$ cat config.mk
export PLATFORM = sky130hd
export DESIGN_NAME = instruction_fetch
export DESIGN_NICKNAME = d
export VERILOG_FILES = /design/src/rtl/fetch_pkg.sv /design/src/rtl/program_counter.sv /design/src/rtl/instruction_fetch.sv
export SDC_FILE = /design/constraint.sdc
export NUM_CORES = 1
export LEC_CHECK = 0
export BUFFER_PORTS_ARGS = -buffer_cell sky130_fd_sc_hd__buf_4
export CAP_MARGIN = 20
export CORE_ASPECT_RATIO = 1.5
export CORE_MARGIN = 2
export CORE_UTILIZATION = 58
export CTS_BUF_LIST = sky130_fd_sc_hd__clkbuf_8
export DETAILED_ROUTE_END_ITERATION = 10
export GPL_TIMING_DRIVEN = 0
export PLACE_DENSITY = 0.89
export SLEW_MARGIN = 10
export SYNTH_ARGS = -nofsm -noshare
export SYNTH_HDL_FRONTEND = slang
export SYNTH_SLANG_ARGS = --single-unit
$ cat constraint.sdc
create_clock -name clk -period 9.7 [get_ports clk]
set_clock_uncertainty 0.15 [all_clocks]
set_input_delay 1.455 -clock clk [delete_from_list [all_inputs] [get_ports clk]]
set_output_delay 1.455 -clock clk [all_outputs]
set_load 0.05 [all_outputs]
$ cat src/rtl/fetch_pkg.sv
// rtl/fetch_pkg.sv - shared constants and state encoding for the instruction fetch stage
package fetch_pkg;
  localparam logic [31:0] NOP_INSTR   = 32'h00000013;
  localparam int          INSTR_BYTES = 4;

  typedef enum logic {
    FETCH = 1'b0,
    HALT  = 1'b1
  } fetch_state_e;
endpackage

$ cat src/rtl/program_counter.sv
// rtl/program_counter.sv - 64-bit program counter register with load enable
module program_counter #(
  parameter logic [63:0] RESET_PC = 64'd0
) (
  input  logic        clk,
  input  logic        reset,
  input  logic        load_en,
  input  logic [63:0] pc_d,
  output logic [63:0] pc_q
);
  always_ff @(posedge clk or posedge reset) begin
    if (reset) begin
      pc_q <= RESET_PC;
    end else if (load_en) begin
      pc_q <= pc_d;
    end
  end
endmodule

$ cat src/rtl/instruction_fetch.sv
// rtl/instruction_fetch.sv - PC-driven fetch stage with IF/ID buffer, redirect and halt
// Optional fetch/stall performance counters under FETCH_PERF_COUNT_EN.
module instruction_fetch
  import fetch_pkg::*;
#(
  parameter logic [63:0] RESET_PC   = 64'd0,
  parameter int          IMEM_BYTES = 16
) (
  input  logic        clk,
  input  logic        reset,
  output logic [63:0] inst_address,
  input  logic [31:0] instruction,
  input  logic        branch_taken,
  input  logic [63:0] branch_target,
  input  logic        id_ready,
  output logic        id_valid,
  output logic [63:0] id_pc,
  output logic [31:0] id_instruction,
  output logic        halted
`ifdef FETCH_PERF_COUNT_EN
  ,
  output logic [31:0] fetch_count,
  output logic [31:0] stall_count
`endif
);
  localparam logic [63:0] LAST_PC = 64'(IMEM_BYTES - INSTR_BYTES);

  fetch_state_e state_q, state_d;
  logic         id_valid_q, id_valid_d;
  logic [63:0]  id_pc_q, id_pc_d;
  logic [31:0]  id_instr_q, id_instr_d;
  logic [63:0]  pc_q, pc_d, pc_inc, aligned_target;
  logic         pc_load, accept, fetch_en, stall_en;

  program_counter #(.RESET_PC(RESET_PC)) u_pc (
    .clk     (clk),
    .reset   (reset),
    .load_en (pc_load),
    .pc_d    (pc_d),
    .pc_q    (pc_q)
  );

  always_comb begin
    state_d        = state_q;
    id_valid_d     = id_valid_q;
    id_pc_d        = id_pc_q;
    id_instr_d     = id_instr_q;
    pc_load        = 1'b0;
    pc_d           = pc_q;
    fetch_en       = 1'b0;
    accept         = !id_valid_q || id_ready;
    stall_en       = (state_q == FETCH) && !accept;
    pc_inc         = pc_q + 64'(INSTR_BYTES);
    aligned_target = branch_target & ~64'd3;

    // A redirect flushes the buffer even when decode is not draining it.
    if (branch_taken) begin
      id_valid_d = 1'b0;
      pc_load    = 1'b1;
      pc_d       = aligned_target;
      state_d    = (aligned_target > LAST_PC) ? HALT : FETCH;
    end else if (state_q == FETCH && accept) begin
      fetch_en   = 1'b1;
      id_valid_d = 1'b1;
      id_pc_d    = pc_q;
      id_instr_d = instruction;
      pc_load    = 1'b1;
      pc_d       = pc_inc;
      if (pc_inc > LAST_PC) state_d = HALT;
    end else if (id_valid_q && id_ready) begin
      id_valid_d = 1'b0;
    end
  end

  always_ff @(posedge clk or posedge reset) begin
    if (reset) begin
      state_q    <= FETCH;
      id_valid_q <= 1'b0;
      id_pc_q    <= 64'd0;
      id_instr_q <= NOP_INSTR;
    end else begin
      state_q    <= state_d;
      id_valid_q <= id_valid_d;
      id_pc_q    <= id_pc_d;
      id_instr_q <= id_instr_d;
    end
  end

  assign inst_address   = pc_q;
  assign id_valid       = id_valid_q;
  assign id_pc          = id_pc_q;
  assign id_instruction = id_instr_q;
  assign halted         = (state_q == HALT);

`ifdef FETCH_PERF_COUNT_EN
  logic [31:0] fetch_count_q, fetch_count_d, stall_count_q, stall_count_d;

  always_comb begin
    fetch_count_d = fetch_count_q;
    stall_count_d = stall_count_q;
    if (fetch_en && fetch_count_q != 32'hFFFFFFFF) fetch_count_d = fetch_count_q + 32'd1;
    if (stall_en && stall_count_q != 32'hFFFFFFFF) stall_count_d = stall_count_q + 32'd1;
  end

  always_ff @(posedge clk or posedge reset) begin
    if (reset) begin
      fetch_count_q <= 32'd0;
      stall_count_q <= 32'd0;
    end else begin
      fetch_count_q <= fetch_count_d;
      stall_count_q <= stall_count_d;
    end
  end

  assign fetch_count = fetch_count_q;
  assign stall_count = stall_count_q;
`else
  logic unused_perf;
  assign unused_perf = fetch_en ^ stall_en;
`endif
endmodule

==> metrics, run 1 <==
status=completed; area grow syn2layout=30.4%; Crit Path Max Fanout=10; Design Power=1.59 mW; Total Neg Setup Slack=0 ps; post-route ant nets=0; initial antenna violation count=0; RSZ-0062 raised after global routing=false; io pins=262; drt total wl=26.1 mm; worst path arrival time=4050 ps; worst vdd ir=108 uV; Fin. Hold Viols=0; slew margin rel.=42.4%; Worst Tran Pin Value=865 ps; H-tree levels=4; die footprint=15800 um2; drt first pass iters=5; CTS tree=yes; Hold Path Class=reg -> reg; Layout Nets=1224; Hold-fix buffers, CTS=0; commonest non-fill, non-tap cells in the layout=buf_4 (259), dfrtp_1 (155), nand2_1 (111); grt total ovfl=0; synth unique cells=61; DR DRC count=0; Post-synth EDFFs=0; worst path required time=9890 ps; root buf cell=clkbuf_8; Syn Area/Cell=10.1 um2; Core ar.=14500 um2; Max Slew Vio Count=0; first-pass GRT wire length=41.4 mm; Leakage=5.08 nW; Mapped Area=8560 um2; routability congestion estimate from global placement=0.956; Seq/Total Area, Yosys=46.2%; FILL cells=1044; DRT iter0 DRCs=563; PortBufs=254; Post-synth top flop=dfrtp_1; Cells after DPL=1298; Crit Path Class=in -> reg; commonest non-fill, non-tap cell in the layout=buf_4; Avg WL per Cell=19.6 um; via count of the routed design=7861; ANT cells=0; row cnt=54; Die X=103 um; Syn Inst Count=844; cts repair resizes=0; CTS sink count=158; fin util=77.2%; TritonCTS Buffers=17; Tcrit/Tclk final=39.7%; final std cells w/o fill=1330; Maximum Capacitance Violations=0; gr usage total=34.0%; number of global-route vias before repair=8074; crit start category=primary input; asr flop ratio synth=100%; Setup Fix Bufs, Post-CTS=0; Peak Freq=259 MHz; post-DR vias/cell=5.91; Worst-path clk slew=100 ps; reg2reg setup slack=6000 ps; Final Critical Period=3860 ps; Die Ht=153 um; Clock Path Buffers=2; post-DP HPWL=20.0 mm; Initial Util=59.2%; Power Density=142 nW/um2; largest net degree at the start of global routing=92; final setup fails=0; #FFs+latches synth=158; Synth warnings=0; layout cell share with drive strength beyond 1=39.2%; Worst Setup End Kind=flop; Worst-Skew Late Latency=460 ps
==> path summary, 6_finish.rpt <==
check,from,endpoint,cells after the start
setup / recovery,id_ready,id_pc[57]$_DFFE_PP0P_,7
hold / removal,id_instruction[27]$_DFFE_PP0P_,id_instruction[27]$_DFFE_PP0P_,1
setup reg to reg,u_pc.pc_q[3]$_DFFE_PP0N_,halted$_DFFE_PP0P_,10
hold reg to reg,id_instruction[27]$_DFFE_PP0P_,id_instruction[27]$_DFFE_PP0P_,1
max in group asynchronous,reset,id_instruction[0]$_DFFE_PP1P_,3
min in group asynchronous,reset,id_pc[44]$_DFFE_PP0P_,2
==> cells by family (layout without fill, tap and decap cells) <==
group,count (synthesis),after routing,synth area share (%)
XOR/XNOR,90,90,9.21
flip-flops,158,158,46.2
multiplexers,98,98,12.9
buffers and inverters,72,359,3.64
adder cells (fa/ha/maj),3,3,0.439
AND/OR/NAND/NOR,328,328,21.1
other,1,4,0.0438
AO/OA/AOI/OAI,94,94,6.46
==> power by group <==
group	internal [mW]	switching, mW
Sequential	0.688	0.0439
Clock	0.217	0.288
Combinational	0.119	0.232
Total	1.02	0.564
==> per-layer routing <==
metal	up-vias	part of all wire [%]	track usage, %
met1	3753	33	38.3
li1	3521	-	-
met2	486	53	59.1
met5	-	0	0
met3	101	9.1	8.03
met4	0	4.6	16.1
==> layout make-up <==
type                       count  area [um2]  share of cell area, %
sequential                   158        3960                   35.5
clock buffer                  17         234                   2.10
buffer                        63         278                   2.49
tap                          196         245                   2.20
clock inverter                15         166                   1.49
timing repair buffer         255        1930                   17.3
inverter                       9        41.3                  0.370
multi-input combinational    617        4300                   38.5
==> registers in the layout, indices dropped and copies added, names as in the netlist <==
name and cells:
u_pc.pc_q 62, halted 1, id_instruction 32, id_valid 1, id_pc 62
==> synth_stat cells, drive strengths merged (2+ instances only) <==
cell,count,area share [%]
a2111oi,2,0.28
a211o,2,0.20
a21oi,3,0.18
a311oi,3,0.31
a31oi,8,0.58
and2,3,0.22
and3,9,0.66
and4,5,0.53
buf,25,1.6
clkbuf,38,1.7
dfrtp,155,45
dfstp,3,0.92
ha,3,0.44
inv,9,0.39
mux2,97,13
nand2,113,5.1
nand2b,3,0.22
nand3,33,2.0
nand4,34,3.4
nor2,51,2.6
nor2b,5,0.37
nor3,30,1.9
nor3b,2,0.23
nor4,27,2.7
o2111ai,5,0.51
o21ai,64,3.7
or2,6,0.44
or3,5,0.42
xnor2,50,5.1
xor2,40,4.1
==> metrics by stage <==
step / area (um2) / hold WS (ps) / setup WS, ps
6_report: 11200 / 363 / 5840
5_1_grt: 11200 / 378 / 5770
4_1_cts: 11200 / 369 / 5910
3_5_place_dp: 10800 / 347 / 5440
3_3_place_gp: 10700 / 341 / 2120
2_1_floorplan: 8570 / 577 / 3840
==> critical path, stage by stage <==
cell and delay [ps]:
buf_4 70, nand2b_1 210, nand2b_1 220, nor2_1 460
clkbuf_1 710, clkbuf_1 510, mux2_2 410
Note: power is estimated with default switching activity, not from simulation.
==> run 2, diff against run 1 <==
Settings changed: ABC_AREA from default to 1, CORE_UTILIZATION 58 to 49, PLACE_DENSITY 0.89 to 0.8.
Clock period 9.7 ns to 3.1 ns, I/O delays scaled along.
==> metrics, run 2 <==
status=completed; critical path's most frequent cell=clkbuf_1; Syn Inst Count=1197; crit start category=flop; Post-synth EDFFs=0; gr usage total=36.3%; Leakage=5.55 nW; post-DP HPWL=27.2 mm; Final Critical Period=2980 ps; critical path's largest stage delay=720 ps; drt first pass iters=8; synth unique cells=34; first-pass GRT wire length=52.2 mm; Crit Path Max Fanout=10; Power Density=668 nW/um2; Seq/Total Area, Yosys=45.7%; Peak Freq=335 MHz; Worst path top cell family by delay=buffers and inverters; largest net degree at the start of global routing=38; Worst-Skew Late Latency=490 ps; Worst Setup End Kind=flop; initial antenna violation count=0; routability congestion estimate from global placement=1.03; worst vdd ir=434 uV; Core ar.=17300 um2; CTS sink count=158; Design Power=7.61 mW; H-tree levels=4; final setup fails=0; Avg WL per Cell=20.0 um; cell-by-cell trace of the critical path=inv_1, nor2_1, or2_2, nor2_2, inv_2, clkbuf_1, clkbuf_1, o221ai_1; Tcrit/Tclk final=96.3%; worst path required time=3270 ps; crit path max-delay cell type=clkbuf_1; ANT cells=0; Clock Path Buffers=2; worst path arrival time=3160 ps; Crit Path Class=reg -> reg; Syn Area/Cell=7.23 um2; Maximum Capacitance Violations=0; DRT iter0 DRCs=628; layout cell share with drive strength beyond 1=22.5%; Synth warnings=0; design area=11400 um2; Max Slew Vio Count=0; post-synth top area cell=dfrtp_1; area grow syn2layout=31.7%; Die Ht=167 um; Initial Util=49.9%; DR DRC count=0; Post-synth top flop=dfrtp_1; Fin. Hold Viols=0; top-count cell post-synth=nand2_1; Worst Tran Pin Value=949 ps; root buf cell=clkbuf_8; via count of the routed design=9406; drt total wl=34.1 mm; Die X=113 um; number of global-route vias before repair=9572; Mapped Area=8650 um2; CTS tree=yes; #FFs+latches synth=158; post-synth top area share=44.8%; commonest non-fill, non-tap cell in the layout=nand2_1; post-route ant nets=0; row cnt=59; PortBufs=254; commonest non-fill, non-tap cells in the layout=nand2_1 (466), buf_4 (263), dfrtp_1 (154); crit path buf inv count=4; Worst-path clk slew=110 ps; TritonCTS Buffers=17; post-DR vias/cell=5.50; slew margin rel.=36.7%; Total Neg Setup Slack=0 ps; Layout Nets=1586; Synth area leaders=dfrtp_1 (45%), nand2_1 (20%), nor2_1 (6.8%); io pins=262; grt total ovfl=0; top post-synthesis cells by count=nand2_1 (466), nor2_1 (156), dfrtp_1 (155); asr flop ratio synth=100%; placed inst area=10900 um2; Hold Path Class=in -> reg; die footprint=18800 um2
-- run 2: timing repair --
| action | 4_1_cts | 5_1_grt |
|---|---|---|
| endpoints found under the hold margin | 28 | 0 |
| gates resized for setup | 3 | 7 |
| endpoints found under the setup margin | 43 | 1 |
| setup buffers | 0 | 5 |
| hold buffers | 1 | 0 |
| pin swaps | 1 | 1 |
-- run 2: final timing paths --
kind	start	to	cells past startpoint	slack, ps
min reg2reg	id_instruction[1]$_DFFE_PP1P_	id_instruction[1]$_DFFE_PP1P_	2	320
max	id_valid$_DFFE_PP0P_	u_pc.pc_q[47]$_DFFE_PP0N_	8	120
min in group asynchronous	reset	id_pc[33]$_DFFE_PP0P_	3	510
max in group asynchronous	reset	u_pc.pc_q[3]$_DFFE_PP0N_	5	1380
max reg2reg	id_valid$_DFFE_PP0P_	u_pc.pc_q[47]$_DFFE_PP0N_	8	120
min	instruction[13]	id_instruction[13]$_DFFE_PP0P_	3	20
-- run 2: final cells by class --
class / count / area [um2]
Fill cell: 1643 / 5950
Timing Repair Buffer: 264 / 2040
Clock inverter: 15 / 154
Tap cell: 213 / 267
Inverter: 106 / 402
Sequential cell: 158 / 3960
Buffer: 42 / 174
Multi-Input combinational cell: 894 / 4160
Clock buffer: 17 / 234
-- run 2: worst min-delay path, stage by stage --
cell     delay, ps
buf_4           70
nand2_1         40
nand2_1         50
-- run 2: through the flow --
step	util [%]	cells	worst slack [ps]	hold WS, ps
floorplan	-	1200	487	411
global placement	62.5	1667	-533	302
detailed placement	63.0	1671	-231	306
CTS	65.3	1704	38.7	16.2
global route	65.7	1709	-5.69	19.8
finish	65.7	1709	115	19.0
-- run 2: logic make-up after synthesis --
| family | share of synthesized area [%] |
|---|---|
| adders and majority gates | 0.434 |
| and+or+nand+nor | 34.6 |
| other | 0.0433 |
| AOI/OAI and AO/OA | 10.1 |
| DFF | 45.7 |
| xor gates and xnor gates | 2.53 |
| buffers and inverters | 6.61 |
-- run 2: layer usage --
layer / wire length, um / vias up / global-route usage (%)
li1: - / 4413 / -
met1: 12100 / 4433 / 39.8
met2: 17700 / 439 / 64.7
met3: 2190 / 121 / 7.10
met4: 2140 / 0 / 21.1
met5: 0 / - / 0
-- run 2: power by group --
group	total, mW	internal, mW	switching [mW]	leakage (nW)
Sequential	2.81	2.47	0.339	1.96
Combinational	3.23	0.904	2.32	3.40
Clock	1.58	0.661	0.914	0.189
